[config.mk]
export PLATFORM = sky130hd
export DESIGN_NAME = rs_frame_ctrl_flat
export DESIGN_NICKNAME = d
export VERILOG_FILES = /design/src/rtl/rs_frame_ctrl_pkg.sv /design/src/rtl/rs_frame_ctrl_if.sv /design/src/rtl/rs_frame_ctrl_sender.sv /design/src/rtl/rs_frame_ctrl.sv /design/src/flat_wrapper.sv
export SDC_FILE = /design/constraint.sdc
export NUM_CORES = 1
export LEC_CHECK = 0
export CAP_MARGIN = 0
export CORE_MARGIN = 1
export CORE_UTILIZATION = 45
export DETAILED_ROUTE_END_ITERATION = 8
export HOLD_SLACK_MARGIN = 0.02
export PLACE_DENSITY = 0.75
export SETUP_SLACK_MARGIN = 0.2
export SYNTH_ARGS = -nofsm -noshare
export SYNTH_HDL_FRONTEND = slang
export SYNTH_SLANG_ARGS = --single-unit
[constraint.sdc]
create_clock -name clk -period 1.6 [get_ports clk]
set_input_delay 0.32 -clock clk [delete_from_list [all_inputs] [get_ports clk]]
set_output_delay 0.32 -clock clk [all_outputs]
set_load 0.02 [all_outputs]
[src/rtl/rs_frame_ctrl_pkg.sv]
// Shared encodings for the Reed-Solomon frame sequencer: main/sender FSM states
// and counter width.
package rs_ctrl_pkg;

  localparam int CNT_W = 8;

  typedef enum logic [2:0] {
    ST_INIT  = 3'd0,
    ST_IDLE  = 3'd1,
    ST_MSG   = 3'd2,
    ST_PAR   = 3'd3,
    ST_DRAIN = 3'd4,
    ST_DONE  = 3'd5
  } main_state_t;

  typedef enum logic [1:0] {
    S_IDLE  = 2'd0,
    S_START = 2'd1,
    S_GUARD = 2'd2,
    S_WAIT  = 2'd3
  } send_state_t;

endpackage

[src/rtl/rs_frame_ctrl_if.sv]
// Byte/encoder/transmitter signal bundle around rs_frame_ctrl.
// master = the frame controller, slave = the surrounding UART/encoder logic.
interface rs_frame_ctrl_if;
  logic       in_valid;
  logic [7:0] in_byte;
  logic       enc_clear;
  logic       enc_ce;
  logic [7:0] enc_data;
  logic       enc_parity_shift;
  logic [7:0] enc_parity;
  logic       tx_start;
  logic [7:0] tx_data;
  logic       tx_busy;
  logic       busy;
  logic       frame_done;
  logic       overrun;

  modport master (
    input  in_valid, in_byte, enc_parity, tx_busy,
    output enc_clear, enc_ce, enc_data, enc_parity_shift,
           tx_start, tx_data, busy, frame_done, overrun
  );

  modport slave (
    output in_valid, in_byte, enc_parity, tx_busy,
    input  enc_clear, enc_ce, enc_data, enc_parity_shift,
           tx_start, tx_data, busy, frame_done, overrun
  );
endinterface

[src/rtl/rs_frame_ctrl_sender.sv]
// Byte sender: takes one byte per load, pulses tx_start and holds tx_data until
// the transmitter drops tx_busy.
module tx_byte_sender
  import rs_ctrl_pkg::*;
(
  input  logic       clk,
  input  logic       reset,
  input  logic       i_load,
  input  logic [7:0] i_data,
  input  logic       i_tx_busy,
  output logic       o_ready,
  output logic       o_tx_start,
  output logic [7:0] o_tx_data
);

  send_state_t r_state;
  logic        r_tx_start;
  logic [7:0]  r_tx_data;

  // Ready in WAIT as soon as busy drops, so a queued byte starts without an idle cycle.
  assign o_ready    = (r_state == S_IDLE) || ((r_state == S_WAIT) && !i_tx_busy);
  assign o_tx_start = r_tx_start;
  assign o_tx_data  = r_tx_data;

  always_ff @(posedge clk) begin
    if (reset) begin
      r_state    <= S_IDLE;
      r_tx_start <= 1'b0;
      r_tx_data  <= 8'h00;
    end else begin
      r_tx_start <= 1'b0;
      case (r_state)
        S_IDLE, S_WAIT: begin
          if (o_ready) begin
            if (i_load) begin
              r_tx_data  <= i_data;
              r_tx_start <= 1'b1;
              r_state    <= S_START;
            end else begin
              r_state <= S_IDLE;
            end
          end
        end
        S_START: r_state <= S_GUARD;
        S_GUARD: r_state <= S_WAIT;
        default: r_state <= S_IDLE;
      endcase
    end
  end

endmodule

[src/rtl/rs_frame_ctrl.sv]
// Frame sequencer: forwards MSG_LEN message bytes to encoder and transmitter,
// then drains PAR_LEN parity bytes and clears the encoder.
module rs_frame_ctrl
  import rs_ctrl_pkg::*;
#(
  parameter int MSG_LEN = 8,
  parameter int PAR_LEN = 4
) (
  input logic           clk,
  input logic           reset,
  rs_frame_ctrl_if.master bus
);

  localparam logic [CNT_W-1:0] MSG_LAST = CNT_W'(MSG_LEN);
  localparam logic [CNT_W-1:0] PAR_LAST = CNT_W'(PAR_LEN);

  main_state_t      r_state;
  logic [CNT_W-1:0] r_msg_cnt;
  logic [CNT_W-1:0] r_par_cnt;
  logic [7:0]       r_pend;
  logic             r_pend_full;

  logic             w_open;
  logic             w_accept;
  logic             w_shift;
  logic             w_load;
  logic             w_sender_ready;
  logic [CNT_W-1:0] w_msg_next;
  logic [CNT_W-1:0] w_par_next;

  assign w_open     = (r_state == ST_IDLE) || (r_state == ST_MSG);
  assign w_accept   = bus.in_valid && w_open && !r_pend_full && !reset;
  assign w_shift    = (r_state == ST_PAR) && !r_pend_full;
  assign w_load     = r_pend_full && w_sender_ready;
  assign w_msg_next = r_msg_cnt + 8'd1;
  assign w_par_next = r_par_cnt + 8'd1;

  // INIT clear is gated by reset so every output reads 0 while reset is held.
  assign bus.enc_clear        = ((r_state == ST_INIT) && !reset) || (r_state == ST_DONE);
  assign bus.enc_ce           = w_accept;
  assign bus.enc_data         = w_accept ? bus.in_byte : 8'h00;
  assign bus.enc_parity_shift = w_shift;
  assign bus.overrun          = bus.in_valid && !w_accept && !reset;
  assign bus.frame_done       = (r_state == ST_DONE);
  assign bus.busy             = (r_state != ST_INIT) && (r_state != ST_IDLE);

  tx_byte_sender u_sender (
    .clk       (clk),
    .reset     (reset),
    .i_load    (w_load),
    .i_data    (r_pend),
    .i_tx_busy (bus.tx_busy),
    .o_ready   (w_sender_ready),
    .o_tx_start(bus.tx_start),
    .o_tx_data (bus.tx_data)
  );

  always_ff @(posedge clk) begin
    if (reset) begin
      r_state     <= ST_INIT;
      r_msg_cnt   <= '0;
      r_par_cnt   <= '0;
      r_pend      <= 8'h00;
      r_pend_full <= 1'b0;
    end else begin
      // load, accept and shift are mutually exclusive on pend_full
      if (w_load) r_pend_full <= 1'b0;
      if (w_accept) begin
        r_pend      <= bus.in_byte;
        r_pend_full <= 1'b1;
        r_msg_cnt   <= w_msg_next;
      end
      if (w_shift) begin
        r_pend      <= bus.enc_parity;
        r_pend_full <= 1'b1;
        r_par_cnt   <= w_par_next;
      end
      case (r_state)
        ST_INIT: r_state <= ST_IDLE;
        ST_IDLE, ST_MSG: begin
          if (w_accept) r_state <= (w_msg_next == MSG_LAST) ? ST_PAR : ST_MSG;
        end
        ST_PAR: begin
          if (w_shift && (w_par_next == PAR_LAST)) r_state <= ST_DRAIN;
        end
        ST_DRAIN: begin
          if (!r_pend_full && w_sender_ready) r_state <= ST_DONE;
        end
        ST_DONE: begin
          r_msg_cnt <= '0;
          r_par_cnt <= '0;
          r_state   <= ST_IDLE;
        end
        default: r_state <= ST_INIT;
      endcase
    end
  end

endmodule

[src/flat_wrapper.sv]
// flat-port wrapper written by rule: the top's interface ports become plain ports
module rs_frame_ctrl_flat import rs_ctrl_pkg::*;
#(
  parameter int MSG_LEN = 8,
  parameter int PAR_LEN = 4
)
  (clk, reset, bus_in_valid, bus_in_byte, bus_enc_parity, bus_tx_busy, bus_enc_clear, bus_enc_ce, bus_enc_data, bus_enc_parity_shift, bus_tx_start, bus_tx_data, bus_busy, bus_frame_done, bus_overrun);
  rs_frame_ctrl_if bus_i ();
  input logic clk;
  input logic reset;
  input wire logic [$bits(bus_i.in_valid)-1:0] bus_in_valid;
  input wire logic [$bits(bus_i.in_byte)-1:0] bus_in_byte;
  input wire logic [$bits(bus_i.enc_parity)-1:0] bus_enc_parity;
  input wire logic [$bits(bus_i.tx_busy)-1:0] bus_tx_busy;
  output wire logic [$bits(bus_i.enc_clear)-1:0] bus_enc_clear;
  output wire logic [$bits(bus_i.enc_ce)-1:0] bus_enc_ce;
  output wire logic [$bits(bus_i.enc_data)-1:0] bus_enc_data;
  output wire logic [$bits(bus_i.enc_parity_shift)-1:0] bus_enc_parity_shift;
  output wire logic [$bits(bus_i.tx_start)-1:0] bus_tx_start;
  output wire logic [$bits(bus_i.tx_data)-1:0] bus_tx_data;
  output wire logic [$bits(bus_i.busy)-1:0] bus_busy;
  output wire logic [$bits(bus_i.frame_done)-1:0] bus_frame_done;
  output wire logic [$bits(bus_i.overrun)-1:0] bus_overrun;
  assign bus_i.in_valid = bus_in_valid;
  assign bus_i.in_byte = bus_in_byte;
  assign bus_i.enc_parity = bus_enc_parity;
  assign bus_i.tx_busy = bus_tx_busy;
  assign bus_enc_clear = bus_i.enc_clear;
  assign bus_enc_ce = bus_i.enc_ce;
  assign bus_enc_data = bus_i.enc_data;
  assign bus_enc_parity_shift = bus_i.enc_parity_shift;
  assign bus_tx_start = bus_i.tx_start;
  assign bus_tx_data = bus_i.tx_data;
  assign bus_busy = bus_i.busy;
  assign bus_frame_done = bus_i.frame_done;
  assign bus_overrun = bus_i.overrun;
  rs_frame_ctrl #(.MSG_LEN(MSG_LEN), .PAR_LEN(PAR_LEN)) u_core (.clk(clk), .reset(reset), .bus(bus_i));
endmodule
Word-level counts from Yosys, hierarchy flattened
Index checks and enable logic that the tools add are counted.
{"block": "word_totals", "reg_bits": 39, "latch_bits": 0, "ram_bits": 0, "romBits": 0, "input_bits": 20, "output_inout_bits": 23, "wordCells": 73, "mem_count": 0}
{"block": "classes", "n_addsub": 2, "n_mul": 0, "n_div": 0, "magnitude_cmp": 0, "n_eq_ne": 15, "shifts": 0, "mux": 15, "bitwise": 2, "n_reduce_logical": 31}
{"op": "$mux 8", "count": 3}
{"op": "$add 8x1->8 const B", "count": 2}
{"op": "$logic_and 1x1->1", "count": 12}
{"op": "$pmux 3 s4", "count": 1}
{"op": "$mux 3", "count": 3}
{"op": "$eq 8x3->1 const B", "count": 1}
{"op": "$eq 8x4->1 const B", "count": 1}
{"op": "$reduce_or 2->1", "count": 4}
{"op": "$eq 3x2->1 const B", "count": 2}
{"op": "$eq 3x3->1 const B", "count": 2}
{"op": "$mux 1", "count": 6}
{"op": "$ne 2x1->1 const B", "count": 3}
{"op": "$pmux 2 s3", "count": 1}
{"op": "$reduce_and 3->1", "count": 2}
{"op": "$reduce_bool 3->1", "count": 2}
{"op": "$eq 2x2->1 const B", "count": 2}
{"op": "$logic_not 1->1", "count": 4}
{"op": "$eq 3x1->1 const B", "count": 1}
{"op": "$logic_not 3->1", "count": 1}
{"op": "$logic_or 1x1->1", "count": 3}
{"op": "$ne 3x1->1 const B", "count": 1}
{"op": "$reduce_or 3->1", "count": 1}
{"op": "$eq 2x1->1 const B", "count": 1}
{"op": "$logic_not 2->1", "count": 1}
{"op": "4 further kinds", "count": 5}

Logic depth before layout (Yosys ltp)
{"block": "logic_depth", "ltp_word": 8, "ltp_mapped": 7, "ltp_nobuf": 6}

Cells and area by module
From an unflattened synthesis, not the netlist that was laid out.
{"block": "unflattened", "hier_cells": 246, "hier_area_um2": 2133.3}
{"module": "rs_frame_ctrl", "instances": 1, "cells_per_inst": 192, "area_per_inst_um2": 1581.5, "seq_area_each_um2": 560.5}
{"module": "tx_byte_sender", "instances": 1, "cells_per_inst": 54, "area_per_inst_um2": 551.8, "seq_area_each_um2": 220.2}

Worst setup path after synthesis
No wires, ideal clock.
{"block": "synth_timing", "kind": "register to register", "from": "register u_core.u_sender.r_state[0]", "to": "register u_core.u_sender.r_tx_data[0] (netlist: u_core.u_sender.o_tx_data[0])", "setup_time_ns": 0.128, "arrival_time_ns": 1.539, "required_ns": 1.472, "slack_ns": -0.066, "stages_incl_launch_ff": 7, "path_buffers": 1, "period_less_slack_ns": 1.666, "path_cell_list": "dfxtp_1 > inv_1 > ha_1 > or3b_2 > buf_2 > mux2i_1 > nor2_1"}
{"block": "synth_between", "elab_chain_len": 5, "elab_cells_between_ends": 7, "cone_classes": "1 x eq/ne; 6 x reduce/logical"}
{"element": "from (decl)", "line": "rs_frame_ctrl_sender.sv:16", "text": "send_state_t r_state;"}
{"element": "from (signal assigned)", "line": "rs_frame_ctrl_sender.sv:27", "text": "r_state <= S_IDLE;"}
{"element": "from (signal assigned)", "line": "rs_frame_ctrl_sender.sv:38", "text": "r_state <= S_START;"}
{"element": "from (signal assigned)", "line": "rs_frame_ctrl_sender.sv:40", "text": "r_state <= S_IDLE;"}
{"element": "$eq 2x2->1", "line": "rs_frame_ctrl_sender.sv:21, rs_frame_ctrl_sender.sv:32"}
{"element": "$logic_and 1x1->1", "line": "rs_frame_ctrl_sender.sv:21", "text": "assign o_ready = (r_state == S_IDLE) || ((r_state == S_WAIT) && !i_tx_busy);"}
{"element": "$logic_or 1x1->1", "line": "rs_frame_ctrl_sender.sv:21"}
{"element": "$logic_and 1x1->1", "line": "rs_frame_ctrl.sv:34", "text": "assign w_load = r_pend_full && w_sender_ready;"}
{"element": "$reduce_and 3->1 (no line) (*)"}
{"element": "to (signal assigned)", "line": "rs_frame_ctrl_sender.sv:36", "text": "r_tx_data <= i_data;"}
{"element": "to (decl)", "line": "rs_frame_ctrl_sender.sv:18", "text": "logic [7:0] r_tx_data;"}
Every way passes the cells marked *; elsewhere a longest branch is shown, timed or not.
A chain may end at the register's enable or synchronous reset.

Worst setup path after layout
{"block": "layout_timing", "from": "register u_core.r_state[1]", "to": "output bus_enc_data[7]"}
{"block": "layout_between", "elab_chain_len": 6, "elab_cells_between_ends": 7, "cone_classes": "2 x eq/ne; 1 x mux; 4 x reduce/logical"}
{"element": "from (decl)", "line": "rs_frame_ctrl.sv:17", "text": "main_state_t r_state;"}
{"element": "from (signal assigned)", "line": "rs_frame_ctrl.sv:81", "text": "if (w_accept) r_state <= (w_msg_next == MSG_LAST) ? ST_PAR : ST_MSG;"}
{"element": "$eq 3x1->1 / $eq 3x2->1 (equally long branches)", "line": "rs_frame_ctrl.sv:31", "text": "assign w_open = (r_state == ST_IDLE) || (r_state == ST_MSG);"}
{"element": "$logic_or 1x1->1 (*)", "line": "rs_frame_ctrl.sv:31"}
{"element": "$logic_and 1x1->1 (*) (3 in series)", "line": "rs_frame_ctrl.sv:32", "text": "assign w_accept = bus.in_valid && w_open && !r_pend_full && !reset;"}
{"element": "$mux 8 (*)", "line": "rs_frame_ctrl.sv:41", "text": "assign bus.enc_data = w_accept ? bus.in_byte : 8'h00;"}
{"element": "to (decl)", "line": "flat_wrapper.sv:17", "text": "output wire logic [$bits(bus_i.enc_data)-1:0] bus_enc_data;"}
Marks and branches as above.

==> impl_metrics.toml <==
[outcome]
status = "finished with violations"
violations = "negative setup slack"

[synth]
ys_seq_elements = 39
yosys.area.top_type = "dfxtp_1"
synth_edf_count = 0
synth_warnings = 0
synthArstFlopShare_pct = 0
syn_area_per_cell_um2 = 8.78
synth_top_area_share_pct = 40.4
synth.distinct_cells = 44
ys_seq_area_share_pct = 40.4
synth_fp_nets = 245
synthCells = 220
netlist_area_mm2 = 0.00193
synth_area_leaders = "dfxtp_1 (40%), nor2_1 (6.2%), a21oi_1 (6.0%), mux2i_1 (5.7%), xor2_1 (5.4%)"
synth_ff_type = "dfxtp_1"

[drt]
firstDrtPassIters = 4
wl_mm = 5.40
ant_nets = 0
route.detailed.drc = 0
vias = 1914
drt_iter0_drc = 201
post_drt_wl_per_cell_um = 15.3
avgViaCountPerCell = 5.42

[clock_tree]
cts_root_buf = "clkbuf_8"
holdBufCountCts = 0
cts_tree = "yes"
clkLatencyLatePin_ns = 0.29
numCtsBuffers = 5
clkSlewWorstSetupHoldPaths_ns = 0.08
cts_buffer_depth = 2
cts_sinks = 39
cts.htree.levels = 2

[placement]
place.port_buffers = 42
place_ws_ns = -0.808
dpl-instance-area_mm2 = 0.00257
placed_cells = 321
hpwl_mm = 2.96
place.gp.congestion = 0.750

[timing]
setup_tns_ns = -2.50
fin_crit_sh_pct = 116
max_freq_mhz = 539
final_max_slew_viol_count = 0
fin_ws_ns = -0.254
relSlewSlack_pct = 75.3
period_needed_ns = 1.85
rsz0062_at_grt = "yes"
hold_viol_final = 0
fin_skew_ns = 0.00490
worst_pin_slew_ns = 0.366
setup_violations = 15

[finish]
register_area_um2 = 797
antenna-diode-count = 0
area_delta_synth_final_pct = 61.8
finalInstanceArea_mm2 = 0.00312
fin_cells = 353
layout-drive-gt1-share_pct = 39.9
nFillCells = 252
nets = 327
multi_input_area_mm2 = 0.00124

[pwr]
max-vdd-ir-drop_v = 0.000819
p_leak_uw = 0.00136
power.density_mw_per_mm2 = 1230

[worst_setup_path]
reg2reg_to = "u_core.r_state[0]"
arrival_ns = 1.53
worstRegToRegCells = 8
cp_max_fo = 8
path_class = "reg -> out"
rrSetupSlack_ns = -0.16
regToRegStartpoint = "u_core.r_state[1]"
startpoint_type = "flop"
end_kind = "primary output"
cp.required_ns = 1.28

[global_route]
grt_pass1_vias = 1762
antenna_found_initial = 0
gr-total-overflow = 0
grt_first_pass_wirelength_mm = 8.22
grt_max_degree = 26
grt.total_usage_pct = 24.8

[die]
die_y_um = 67.5
initial_utilization_pct = 47.6
core_mm2 = 0.00406
rows = 23
die_w_um = 67.5
dieArea_mm2 = 0.00456
io-pin-count = 43

[hold_path]
worstHoldStart = "u_core.r_pend[2]"
hold_path_depth = 2
hp-class = "reg -> reg"
worstHoldEndpoint = "u_core.r_pend[2]"

[flow_run]
cap_viol_max_count = 0
-- how the worst max path moves through the flow --
stage,from,end,slack [ns],depth (start not counted)
floorplan,reset,u_core.r_state[1],0.06,6
finish,u_core.r_state[1],bus_enc_data[7],-0.25,5
detailed placement,reset,bus_enc_data[2],-0.81,6
CTS,u_core.r_state[0],bus_enc_data[3],-0.24,5
global route,u_core.r_state[1],bus_enc_data[6],-0.31,5
global placement,reset,bus_enc_data[7],-0.82,6
-- worst max-delay path, cell delays in order (launching register included) --
cell	delay, ns
dfxtp_2	0.35
xor2_2	0.17
nor4b_4	0.28
buf_6	0.18
and2_4	0.16
buf_6	0.11
-- what timing repair did --
item | CTS | global route
gates resized for setup | 146 | 10
setup endpoints to repair | 60 | 51
setup buffers | 15 | 6
cloned | 3 | 0
pin swaps | 23 | 10
-- metrics by stage --
step	utilization (%)	total power (uW)	hold slack (ns)
after global routing	77.0	4020	0.479
after global placement	63.4	2450	0.439
after detailed placement	63.4	2470	0.444
after floorplan	-	2040	0.431
after CTS	74.7	3680	0.457
final	77.0	3850	0.454
-- registers in the layout (all words and copies together), names as in the netlist --
name / count
u_core.r_state: 3
u_core.u_sender.r_state: 2
u_core.u_sender.o_tx_data: 8
u_core.u_sender.o_tx_start: 1
u_core.r_pend: 8
u_core.r_msg_cnt: 8
u_core.r_pend_full: 1
u_core.r_par_cnt: 8
-- kinds of logic (layout without fill, tap and decap cells) --
| logic type | after synthesis | count (layout) | synth area share, % |
|---|---|---|---|
| buffers and inverters | 18 | 100 | 4.92 |
| DFF | 39 | 39 | 40.4 |
| xor gates and xnor gates | 16 | 16 | 7.65 |
| muxes | 11 | 11 | 5.70 |
| adders and majority gates | 5 | 5 | 3.24 |
| and+or+nand+nor | 93 | 94 | 25.8 |
| AOI/OAI and AO/OA | 38 | 38 | 12.2 |
-- synthesized netlist by cell type (3+ instances only) --
cell,instances
nor2_1,32
xor2_1,12
inv_1,4
mux2i_1,11
or2_2,3
ha_1,5
and4_1,3
and3_1,8
a31oi_1,3
nand2_1,17
nand4_1,7
and2_1,8
dfxtp_1,39
buf_2,7
a21oi_1,23
clkbuf_1,3
xnor2_1,3
-- report_power, final --
part,total [uW],internal [uW],switching [uW]
combinational,1940,1060,874
clock,729,394,335
sequential,1180,1090,92.7
-- per-layer routing --
metal | global-route usage [%] | wire [um] | vias to the layer above
met3 | 7.60 | 349 | 11
li1 | - | - | 919
met4 | 9.84 | 72 | 0
met1 | 27.8 | 2190 | 906
met5 | 0 | 0 | -
met2 | 43.2 | 2780 | 78
-- placed cells by master (no fill, tap or decap), types with 2 or more instances in the layout --
| cell type | netlist | routed |
|---|---|---|
| buf_12 | 0 | 3 |
| ha_1 | 5 | 2 |
| ha_4 | 0 | 3 |
| a31oi_1 | 3 | 3 |
| nand2_1 | 17 | 9 |
| dlygate4sd2_1 | 0 | 11 |
| nor2_1 | 32 | 32 |
| buf_6 | 2 | 26 |
| nand4_1 | 7 | 7 |
| dfxtp_2 | 0 | 4 |
| dfxtp_1 | 39 | 32 |
| clkdlybuf4s50_1 | 0 | 17 |
| inv_4 | 0 | 2 |
| a21oi_4 | 0 | 2 |
| or2_2 | 3 | 2 |
| nand2b_4 | 1 | 2 |
| or3_1 | 2 | 2 |
| a21oi_1 | 23 | 18 |
| and3_1 | 8 | 6 |
| clkbuf_8 | 0 | 7 |
| xor2_1 | 12 | 12 |
| and3_4 | 0 | 2 |
| xnor2_1 | 3 | 2 |
| mux2i_1 | 11 | 10 |
| nand2_2 | 0 | 8 |
| dfxtp_4 | 0 | 3 |
| buf_4 | 1 | 28 |
| and4_1 | 3 | 3 |
| a21oi_2 | 0 | 3 |
| and2_4 | 0 | 8 |
| or3b_4 | 0 | 2 |
-- cell type report --
type | count | area share, %
flip-flops and latches | 39 | 25.5
repair buffers | 88 | 29.0
multi-input cells | 164 | 39.7
inverters | 4 | 0.641
clock buffers | 8 | 3.21
well taps | 50 | 2.00
(Power assumes the default switching activity.)
